$ cat src/rtl/gesture_classify_ctrl.sv
// Sequencer around an external gesture classifier: latches features, waits out the classifier
// latency, debounces result codes (when GESTURE_CTRL_DEBOUNCE_EN is defined) and hands reports out.
module gesture_classify_ctrl #(
  parameter int unsigned LATENCY       = 8,
  parameter int unsigned STABLE_FRAMES = 3
) (
  input  logic        clk,
  input  logic        rst,
  input  logic        frame_done,
  input  logic [31:0] Hu_1,
  input  logic [31:0] Hu_2,
  input  logic [23:0] Perimeter_Aera,
  output logic [31:0] cls_hu_1,
  output logic [31:0] cls_hu_2,
  output logic [23:0] cls_pa,
  input  logic [5:0]  cls_sdata,
  output logic [5:0]  out_code,
  output logic        out_valid,
  input  logic        out_ready,
  output logic        busy,
  output logic [7:0]  drop_cnt
);

  typedef enum logic [2:0] {
    ST_IDLE  = 3'd0,
    ST_LOAD  = 3'd1,
    ST_WAIT  = 3'd2,
    ST_CHECK = 3'd3,
    ST_OUT   = 3'd4
  } state_t;

  localparam logic [7:0] WAIT_LAST = 8'(LATENCY - 1);

  state_t      state_q;
  logic [31:0] cls_hu_1_q;
  logic [31:0] cls_hu_2_q;
  logic [23:0] cls_pa_q;
  logic [7:0]  wait_cnt_q;
  logic [5:0]  sample_q;
  logic [5:0]  out_code_q;
  logic        out_valid_q;
  logic        busy_q;
  logic [7:0]  drop_cnt_q;
  logic        report_s;

`ifdef GESTURE_CTRL_DEBOUNCE_EN
  localparam logic [3:0] STABLE_TGT = 4'(STABLE_FRAMES);

  logic [5:0] last_code_q;
  logic [5:0] last_rep_q;
  logic [3:0] stable_cnt_q;
  logic [3:0] stable_cnt_d;

  // Run length of the freshly sampled code and whether it earns a new report.
  always_comb begin
    stable_cnt_d = 4'd1;
    if (sample_q == last_code_q) begin
      if (stable_cnt_q == 4'd15) begin
        stable_cnt_d = 4'd15;
      end else begin
        stable_cnt_d = stable_cnt_q + 4'd1;
      end
    end else begin
      stable_cnt_d = 4'd1;
    end
    report_s = (stable_cnt_d == STABLE_TGT) && (sample_q != last_rep_q);
  end
`else
  // Without debouncing every classified frame is reported.
  always_comb begin
    report_s = 1'b1;
  end
`endif

  // Frame sequencer, operand latches, drop counter and registered outputs.
  always_ff @(posedge clk) begin
    if (rst) begin
      state_q     <= ST_IDLE;
      cls_hu_1_q  <= 32'd0;
      cls_hu_2_q  <= 32'd0;
      cls_pa_q    <= 24'd0;
      wait_cnt_q  <= 8'd0;
      sample_q    <= 6'd0;
      out_code_q  <= 6'd0;
      out_valid_q <= 1'b0;
      busy_q      <= 1'b0;
      drop_cnt_q  <= 8'd0;
`ifdef GESTURE_CTRL_DEBOUNCE_EN
      last_code_q  <= 6'h3F;
      last_rep_q   <= 6'h3F;
      stable_cnt_q <= 4'd0;
`endif
    end else begin
      if (frame_done && (state_q != ST_IDLE) && (drop_cnt_q != 8'hFF)) begin
        drop_cnt_q <= drop_cnt_q + 8'd1;
      end
      case (state_q)
        ST_IDLE: begin
          if (frame_done) begin
            cls_hu_1_q <= Hu_1;
            cls_hu_2_q <= Hu_2;
            cls_pa_q   <= Perimeter_Aera;
            busy_q     <= 1'b1;
            state_q    <= ST_LOAD;
          end
        end
        ST_LOAD: begin
          wait_cnt_q <= 8'd0;
          state_q    <= ST_WAIT;
        end
        ST_WAIT: begin
          // Sampling on the LATENCY-th WAIT edge puts the sample LATENCY+1 edges after capture.
          if (wait_cnt_q == WAIT_LAST) begin
            sample_q <= cls_sdata;
            state_q  <= ST_CHECK;
          end else begin
            wait_cnt_q <= wait_cnt_q + 8'd1;
          end
        end
        ST_CHECK: begin
`ifdef GESTURE_CTRL_DEBOUNCE_EN
          stable_cnt_q <= stable_cnt_d;
          last_code_q  <= sample_q;
`endif
          if (report_s) begin
            out_code_q  <= sample_q;
            out_valid_q <= 1'b1;
            state_q     <= ST_OUT;
          end else begin
            busy_q  <= 1'b0;
            state_q <= ST_IDLE;
          end
        end
        ST_OUT: begin
          if (out_valid_q && out_ready) begin
`ifdef GESTURE_CTRL_DEBOUNCE_EN
            last_rep_q <= out_code_q;
`endif
            out_valid_q <= 1'b0;
            busy_q      <= 1'b0;
            state_q     <= ST_IDLE;
          end
        end
        default: begin
          out_valid_q <= 1'b0;
          busy_q      <= 1'b0;
          state_q     <= ST_IDLE;
        end
      endcase
    end
  end

  assign cls_hu_1  = cls_hu_1_q;
  assign cls_hu_2  = cls_hu_2_q;
  assign cls_pa    = cls_pa_q;
  assign out_code  = out_code_q;
  assign out_valid = out_valid_q;
  assign busy      = busy_q;
  assign drop_cnt  = drop_cnt_q;

endmodule
$ cat config.mk
export PLATFORM = sky130hd
export DESIGN_NAME = gesture_classify_ctrl
export DESIGN_NICKNAME = d
export VERILOG_FILES = /design/src/rtl/gesture_classify_ctrl.sv
export SDC_FILE = /design/constraint.sdc
export NUM_CORES = 1
export LEC_CHECK = 0
export CORE_ASPECT_RATIO = 1.75
export CORE_MARGIN = 2
export CORE_UTILIZATION = 30
export CTS_BUF_LIST = sky130_fd_sc_hd__clkbuf_8
export DETAILED_ROUTE_END_ITERATION = 12
export GPL_ROUTABILITY_DRIVEN = 0
export GPL_TIMING_DRIVEN = 0
export PLACE_DENSITY = 0.66
export SETUP_SLACK_MARGIN = 0.1
export SYNTH_ARGS = -nofsm -noshare
export SYNTH_HDL_FRONTEND = slang
export SYNTH_SLANG_ARGS = --single-unit
$ cat constraint.sdc
create_clock -name clk -period 3.8 [get_ports clk]
set_input_delay 0.76 -clock clk [delete_from_list [all_inputs] [get_ports clk]]
set_output_delay 0.76 -clock clk [all_outputs]
set_load 0.02 [all_outputs]
==> impl_metrics.env <==
export IMPL_dp_cells=918
export IMPL_clkLatencyLatePin_ns=0.43
export IMPL_slew_viol_final=0
export IMPL_vdd_ir_drop_worst_mv=0.196
export IMPL_status="complete, no violations"
export IMPL_grt_remaining_overflow=0
export IMPL_dr_pass1_iters=4
export IMPL_root_buffer="clkbuf_8"
export IMPL_cp_start_kind="flop"
export IMPL_gr_usage_met1_pct=18.6
export IMPL_period_needed_ns=2.26
export IMPL_worstMarginPinSlew_ns=0.573
export IMPL_ys_types=44
export IMPL_die_area_um2=16100
export IMPL_synth_edff_count=0
export IMPL_finish_utilization_pct=48.3
export IMPL_fin_nets=854
export IMPL_cts_tree="yes"
export IMPL_yosysTopAreaCellShare_pct=53.7
export IMPL_fmax_mhz=443
export IMPL_slew_headroom_pct=61.8
export IMPL_yosys_warnings=0
export IMPL_finalPower_uw=3210
export IMPL_cts_buffer_depth=2
export IMPL_hp_class="reg -> reg"
export IMPL_post_cts_buffers=0
export IMPL_yosysTopAreaCell="dfxtp_1"
export IMPL_async_reset_ff_share_pct=0
export IMPL_path_cells="clkdlybuf4s50_1"
export IMPL_grt_pass1_wl_um=21500
export IMPL_synthTopCellsByArea="dfxtp_1 54%, nand2_1 15%, a21oi_1 11%, mux2i_1 2.9%, nor2_1 1.9%"
export IMPL_synth_seq_cells=121
export IMPL_power_density_nw_per_um2=450
export IMPL_port_buffers=200
export IMPL_grt_util_met3_pct=3.45
export IMPL_min_period_over_period_pct=59.4
export IMPL_crit_path_max_incr_delay_ns=0.64
export IMPL_vias=4321
export IMPL_top_usage_layer="met2"
export IMPL_setup_viol=0
export IMPL_p_leak_uw=0.00272
export IMPL_grt_max_degree=17
export IMPL_htree_levels=4
export IMPL_insertedDiodeCount=0
export IMPL_synth_fp_nets=635
export IMPL_layout_drive_gt1_share_pct=7.43
export IMPL_antenna_found_initial=0
export IMPL_ctsResizeCount=0
export IMPL_worst_path_max_fanout=6
export IMPL_wl_um=13400
export IMPL_cts_made_buffers=17
export IMPL_syn_area_um2=4510
export IMPL_endpoint_kind="output pin"
export IMPL_critPathBufInv=1
export IMPL_cp_required_ns=3.04
export IMPL_synthCells=535
export IMPL_place_hpwl_um=9980
export IMPL_hold_buffers=0
export IMPL_numClockSinks=121
export IMPL_syn_avg_cell_area_um2=8.42
export IMPL_postRouteAntennaNets=0
export IMPL_drc=0
export IMPL_grt_setup_unrepaired="false"
export IMPL_start_util_pct=30.5
export IMPL_critPathKind="reg -> out"
export IMPL_clk_pin_slew_ns=0.06
export IMPL_final_cells=950
export IMPL_slowest_stage="clkdlybuf4s50_1"
export IMPL_synth_yosys_seq_area_share_pct=53.7
export IMPL_worst_clock_skew_ns=0.0104
export IMPL_die_w_um=96.7
export IMPL_die_h_um=166
export IMPL_num_rows=59
export IMPL_hold_violations=0
export IMPL_core_area_um2=14800
export IMPL_synth_main_ff_cell="dfxtp_1"
export IMPL_groute_layer_met2_usage_pct=30.2
export IMPL_setup_tns_ns=0
export IMPL_avgViaCountPerCell=4.55
export IMPL_wl_per_cell_um=14.1
export IMPL_cp_data_arrival_time_ns=1.50
export IMPL_grt_use_total_pct=16.8
export IMPL_drt_initial_drc_count=79
export IMPL_io_pins=202
export IMPL_cp_top_family="buffers and inverters"
export IMPL_syn2layout_area_growth_pct=58.3
export IMPL_first_global_vias=4065
export IMPL_maxCapViolCount=0
[report_power, final]
part,internal [uW],switching [uW]
logic,313,343
clock network,638,520
registers,1350,41.9
[cell usage after synthesis, drive strengths merged (3+ instances only)]
| library cell | n |
|---|---|
| nor2 | 23 |
| o21ai | 4 |
| nor3 | 5 |
| mux2i | 13 |
| and2 | 3 |
| xor2 | 4 |
| nand4 | 5 |
| nand3b | 3 |
| nand2 | 185 |
| dfxtp | 121 |
| buf | 17 |
| clkbuf | 21 |
| mux2 | 3 |
| a21oi | 96 |
| nand3 | 3 |
| and3 | 3 |
| nor3b | 3 |
[registers in the layout (all words and copies together) (netlist names)]
register	flops
cls_hu_1	32
cls_hu_2	32
cls_pa	24
drop_cnt	8
wait_cnt_q	8
out_code	6
sample_q	6
state_q	3
busy	1
out_valid	1
[routing by layer]
layer	up-vias	part of all wire (%)	wire length, um
li1	2217	-	-
met1	1950	40	5370
met2	130	53	7090
met3	24	4.2	563
met4	0	2.8	379
met5	-	0	0
[placed cells by master (no fill, tap or decap), types with 11 or more instances in the layout]
cell / n
clkdlybuf4s50_1: 200
nand2_1: 185
dfxtp_1: 121
a21oi_1: 95
nor2_1: 23
clkbuf_1: 21
clkbuf_8: 17
mux2i_1: 13
buf_2: 11
[area by class of cell]
class / instances / area [um^2]
Timing Repair Buffer: 200 / 2000
Sequential cell: 121 / 2420
Tap cell: 183 / 229
Fill cell: 1449 / 7630
Clock buffer: 17 / 234
Inverter: 1 / 3.75
Buffer: 38 / 190
Multi-Input combinational cell: 375 / 1890
Clock inverter: 15 / 163
[final timing paths]
path | start | to | slack, ns | depth (start not counted)
min reg2reg | cls_pa[18] | cls_pa[18] | 0.45 | 2
max | drop_cnt[3] | drop_cnt[3] | 1.54 | 1
max reg2reg | wait_cnt_q[0] | sample_q[5] | 2.06 | 5
min | cls_pa[18] | cls_pa[18] | 0.45 | 2
[kinds of logic (layout without fill, tap and decap cells)]
kind of cell               after synthesis  after routing  share of synthesized area [%]
adders and majority gates                2              2                          0.555
and+or+nand+nor                        242            242                           23.5
muxes                                   16             16                           3.64
xor gates and xnor gates                 4              4                          0.777
buffers and inverters                   39            271                           4.30
AOI/OAI and AO/OA                      111            111                           13.5
DFF                                    121            121                           53.7
[metrics by stage]
stage          setup WS [ns]  hold slack, ns  area (um^2)
2_1_floorplan           2.11           0.460         4510
4_1_cts                 1.51           0.455         7130
5_1_grt                 1.46           0.469         7130
6_report                1.54           0.453         7130
3_3_place_gp            1.40           0.441         6740
3_5_place_dp            1.43           0.445         6740
Power figures use the tool's default switching activity.
==> RTL edit 1, RTL diff (same flow settings) <==
The parameter `LATENCY` goes from 8 to 6.
--- a/src/rtl/gesture_classify_ctrl.sv
+++ b/src/rtl/gesture_classify_ctrl.sv
@@ -1,7 +1,7 @@
 // Sequencer around an external gesture classifier: latches features, waits out the classifier
 // latency, debounces result codes (when GESTURE_CTRL_DEBOUNCE_EN is defined) and hands reports out.
 module gesture_classify_ctrl #(
-  parameter int unsigned LATENCY       = 8,
+  parameter int unsigned LATENCY       = 6,
   parameter int unsigned STABLE_FRAMES = 3
 ) (
   input  logic        clk,
Function: changed (a bounded check fails within 10 cycles, from zero or initial values and one cycle with rst high).
==> RTL edit 1 against the unedited design <==
Critical path depth stayed put. Sequential share of layout area is 0.19 points lower. Count of clock-buffer cells in the layout is 2 higher. Routed wire length is 4.9% higher. Power is 9.3% higher. Register-to-register slack better by 0.04 ns. Fmax is 1.4% lower. Sequential cell count stayed put. Area after synthesis hardly changed. Design area is 0.56% higher. Final cell count is 0.74% higher. Worst setup slack worse by 0.032 ns. Largest cell class unchanged. Largest power group unchanged.
==> RTL edit 1: results (changes against the unedited design) <==
status: "finished, final reports clean"
clk_pin_slew_worst_paths_ns: 0.08  # +0.02 ns
dp_hpwl_um: 10400  # +4.2%
ir_drop_v: 0.000214  # +9.2%
drt_iter0_markers: 145  # +84%
crit_path_top_delay_cell: "clkdlybuf4s50_1"
skew_ns: 0.0127  # +0.00236 ns
worst_pin_slew_ns: 0.663  # +0.0903 ns
p_comb_uw: 828  # +26%
worstSkewPairLatency_ns: 0.44
yosysUniqueCellTypes: 38  # -14%
multiInputGateArea_mm2: 0.00187  # -1.1%
clockRootBuffer: "clkbuf_8"
crit_arrival_ns: 1.53  # +0.03 ns
vias_per_cell: 4.58  # +0.69%
cts.htree.levels: 4  # unchanged
layout-drive-gt1-share: 0.0749  # +0.000620
hold_class: "reg2reg"
dpl_worst_slack_ns: 1.18  # -0.245 ns
grt_pass1_vias: 4268  # +5.0%
n_fill_cell: 1460  # +0.76%
yosys_warnings: 0  # unchanged
clock_net_power_mw: 1.25  # +8%
hold_depth: 2  # unchanged
wl_per_cell_um: 14.7  # +4.1%
p_sw_mw: 1.06  # +17%
reg2reg_depth: 7  # +2
io_buffers: 201  # +0.50%
grt_max_degree: 17  # unchanged
ys_seq_area_frac: 0.538  # about the same
max-clock-path-buffers: 2  # unchanged
synth_cells: 541  # +1.1%
nets: 862  # +0.94%
power_mw: 3.51  # +9.3%
place_area_mm2: 0.00675  # +0.11%
p_leak_nw: 2.67  # -1.7%
cts.repair.resized: 0  # unchanged
num_vias: 4383  # +1.4%
grtUsageTotal: 0.175  # +0.00683
slowest_delay_ns: 0.65
diodes: 0  # unchanged
cp_top_family: "buffers and inverters"
post-place-cells: 925  # +0.76%
crit_fanout: 7  # +1
drtPass1Iterations: 5  # +1
post-cts-setup-buffers: 0  # unchanged
synthTopCellsByArea: "dfxtp_1 (54%), nand2_1 (15%), a21oi_1 (11%), mux2i_1 (2.9%), clkbuf_1 (1.7%)"
synth_nets: 642  # +1.1%
synth_common_cells: "nand2_1 (185), dfxtp_1 (121), a21oi_1 (103)"
grt_pass1_wl_um: 22300  # +3.4%
antenna_found_initial: 0  # unchanged
## RTL edit 1: cell types whose count changed after synthesis, sizes merged, moves of 4 or more
cell,change
a21oi,+7
inv,+4
nand3,+4
nor2,-4
or4,+4
## RTL edit 1: area by class of cell
type,instances,area share
flip-flops and latches,121,0.338
repair buffers,201,0.280
multi-input cells,378,0.261
clock buffers,19,0.0364
well taps,183,0.0319
plain buffers,37,0.0270
clock inverters,13,0.0234
inverters,5,0.00262
## RTL edit 1: layer usage
metal  global-route usage  wire [um]  vias up
met1                0.181       5390     1978
met3               0.0425        651       21
met2                0.329       7700      138
met4               0.0778        323        0
met5                    0          0        -
li1                     -          -     2246
## RTL edit 1: final timing paths
check,from,slack [ns],endpoint
max,drop_cnt[2]$_SDFFE_PP0P_,1.51,drop_cnt[2]
min reg2reg,cls_pa[23]$_SDFFE_PP0P_,0.45,cls_pa[23]$_SDFFE_PP0P_
min,cls_pa[23]$_SDFFE_PP0P_,0.45,cls_pa[23]$_SDFFE_PP0P_
max reg2reg,state_q[0]$_SDFFE_PP0P_,2.10,cls_pa[22]$_SDFFE_PP0P_
## RTL edit 1: cells by family (layout without fill, tap and decap cells)
| logic type | count (synthesis) | in the layout | share of synthesized area |
|---|---|---|---|
| AND/OR/NAND/NOR | 237 | 237 | 0.226 |
| XOR/XNOR | 2 | 2 | 0.00389 |
| buffers and inverters | 42 | 275 | 0.0472 |
| adder cells (fa/ha/maj) | 3 | 3 | 0.00833 |
| AO/OA/AOI/OAI | 121 | 121 | 0.143 |
| multiplexers | 15 | 15 | 0.0339 |
| flip-flops | 121 | 121 | 0.538 |
## RTL edit 1: worst min-delay path: stages (launching register included)
cell and delay [ns]:
dfxtp_1 0.31, nand2_1 0.05, a21oi_1 0.05
==> RTL edit 2, RTL diff (config.mk and constraints unchanged) <==
Made on the original files. Make the reset (`rst`) asynchronous in one clocked block.
--- a/src/rtl/gesture_classify_ctrl.sv
+++ b/src/rtl/gesture_classify_ctrl.sv
@@ -73,7 +73,7 @@
 `endif
 
   // Frame sequencer, operand latches, drop counter and registered outputs.
-  always_ff @(posedge clk) begin
+  always_ff @(posedge clk or posedge rst) begin
     if (rst) begin
       state_q     <= ST_IDLE;
       cls_hu_1_q  <= 32'd0;
Formal check against the unedited RTL: differs if rst is asserted again (counterexample within 4 cycles, from zero or initial values and one cycle with rst high); with rst held inactive, the same outputs for 10 cycles.
==> RTL edit 2 against the unedited design <==
Design area up 5.6%. Worst setup slack worse by 0.016 ns. Core utilization down 0.88 points. Synthesized cell count down 41%. Area after synthesis up 7.7%. Via count down 21%. Routed wire length down 9.5%. Sequential cell count unchanged. Register-to-register slack worse by 0.06 ns. Highest routed layer unchanged.
Power is not compared: it rests on default switching activity, and its combinational part moved more than twofold at a synthesized area within 25%.
==> RTL edit 2: results (changes against the unedited design) <==
status: "finished, final reports clean"
cts_inserted_buffers: 17  # unchanged
ys_seq_area_frac: 0.624  # +0.0861
hold_class: "reg2reg"
layout-drive-gt1-share: 0.243  # +0.169
drt_iter0_markers: 59  # -25%
wl_met1_um: 4300  # -20%
cp_top_family: "buffers and inverters"
synth_nets: 416  # -34%
wl_um: 12100  # -9.5%
worstSkewPairLatency_ns: 0.41  # -0.02 ns
post-cts-setup-buffers: 0  # unchanged
io_buffers: 201  # +0.50%
grtUsageTotal: 0.144  # -0.0243
reg2reg_depth: 7  # +2
r2r-end: "cls_pa[12]$_DFFE_PP0P_"
wl_met3_um: 547  # -2.8%
crit_path_top_delay_cell: "clkdlybuf4s50_1"
skew_ns: 0.00839  # -0.00199 ns
num_vias: 3402  # -21%
dp_hpwl_um: 9330  # -6.5%
holdPathEnd: "cls_pa[19]$_DFFE_PP0P_"
ir_drop_v: 0.000394
yosysUniqueCellTypes: 39  # -11%
top_layer: "met4"
grt_max_degree: 40  # +23
place_area_mm2: 0.00717  # +6.4%
clockRootBuffer: "clkbuf_8"
drtPass1Iterations: 4  # unchanged
cts.repair.resized: 0  # unchanged
grt_pass1_vias: 3634  # -11%
slowest_delay_ns: 0.65
r2r_start: "state_q[1]$_DFFE_PP0P_"
diodes: 0  # unchanged
areaGrowthSynthToFinish_pct: 55.1
async_flop_share: 1.00  # +1.00
hp-start: "cls_pa[19]$_DFFE_PP0P_"
synth_common_cells: "dfrtp_1 (121), mux2_2 (81), mux2_1 (20)"
max-clock-path-buffers: 2  # unchanged
nets: 639  # -25%
synthFlopType: "dfrtp_1"
antenna_found_initial: 0  # unchanged
cts.htree.levels: 4  # unchanged
n_fill_cell: 1432  # -1.2%
yosys_warnings: 0  # unchanged
hold_depth: 1  # -1
grt_pass1_wl_um: 19000  # -12%
crit_fanout: 6  # unchanged
crit_arrival_ns: 1.51
rrSetupSlack_ns: 2.00  # -0.06 ns
met2_length_um: 7050  # -0.65%
synthTopCellsByArea: "dfrtp_1 (62%), mux2_2 (19%), mux2_1 (4.6%), buf_6 (1.2%), nand2_1 (1.2%)"
clk_pin_slew_worst_paths_ns: 0.07
p_leak_nw: 3.15
slew_headroom: 0.701  # +0.0825
[RTL edit 2: layout make-up]
| cell class | count | area [um^2] | area share |
|---|---|---|---|
| inverter | 2 | 11.3 | 0.00150 |
| buffer | 13 | 131 | 0.0174 |
| multi-input combinational | 180 | 1690 | 0.224 |
| clock inverter | 13 | 115 | 0.0153 |
| clock buffer | 18 | 248 | 0.0329 |
| sequential | 121 | 3030 | 0.402 |
| timing repair buffer | 204 | 2070 | 0.275 |
| tap | 189 | 236 | 0.0314 |
[RTL edit 2: cell families after synthesis]
logic type | share of synthesized area
flops | 0.624
mux | 0.238
simple gates | 0.0618
compound gates | 0.0281
buf+inv | 0.0286
xor+xnor | 0.0144
fa+ha+maj | 0.00515
[RTL edit 2: worst max path at each step]
stage | start | to | slack (ns) | cells after the start
after floorplan | rst | busy$_DFFE_PP0P_ | 1.56 | 1
after global placement | rst | cls_hu_1[13]$_DFFE_PP0P_ | 0.46 | 2
after detailed placement | frame_done | cls_pa[12]$_DFFE_PP0P_ | 1.28 | 6
after CTS | drop_cnt[3]$_DFFE_PP0P_ | drop_cnt[3] | 1.49 | 1
after global routing | drop_cnt[3]$_DFFE_PP0P_ | drop_cnt[3] | 1.43 | 1
final | drop_cnt[3]$_DFFE_PP0P_ | drop_cnt[3] | 1.53 | 1
[RTL edit 2: worst register-to-register path, cell delays in order (launching register included)]
cell	delay (ns)
dfrtp_1	0.38
buf_6	0.14
nor2_4	0.12
nand2_1	0.09
nor2_4	0.25
buf_6	0.22
buf_8	0.15
mux2_1	0.34
[RTL edit 2: stage by stage]
| stage | hold slack, ns | std cells | util | setup slack (ns) |
|---|---|---|---|---|
| global placement | 0.467 | 706 | 0.448 | 0.461 |
| detailed placement | 0.474 | 709 | 0.452 | 1.28 |
| global route | 0.505 | 740 | 0.474 | 1.43 |
| CTS | 0.489 | 740 | 0.474 | 1.49 |
| finish | 0.485 | 740 | 0.474 | 1.53 |
| floorplan | 0.475 | 316 | - | 1.56 |
[RTL edit 2: metal layers]
layer,vias to the layer above,GRT usage
met3,11,0.0376
met2,105,0.277
met5,-,0
met1,1714,0.144
li1,1572,-
met4,0,0.0590
[RTL edit 2: where the power goes]
| part | switching, mW | total, mW | internal [mW] |
|---|---|---|---|
| combinational | 1.51 | 3.25 | 1.75 |
| sequential | 0.327 | 2.22 | 1.89 |
| clock | 0.504 | 1.08 | 0.581 |
| total | 2.34 | 6.56 | 4.22 |
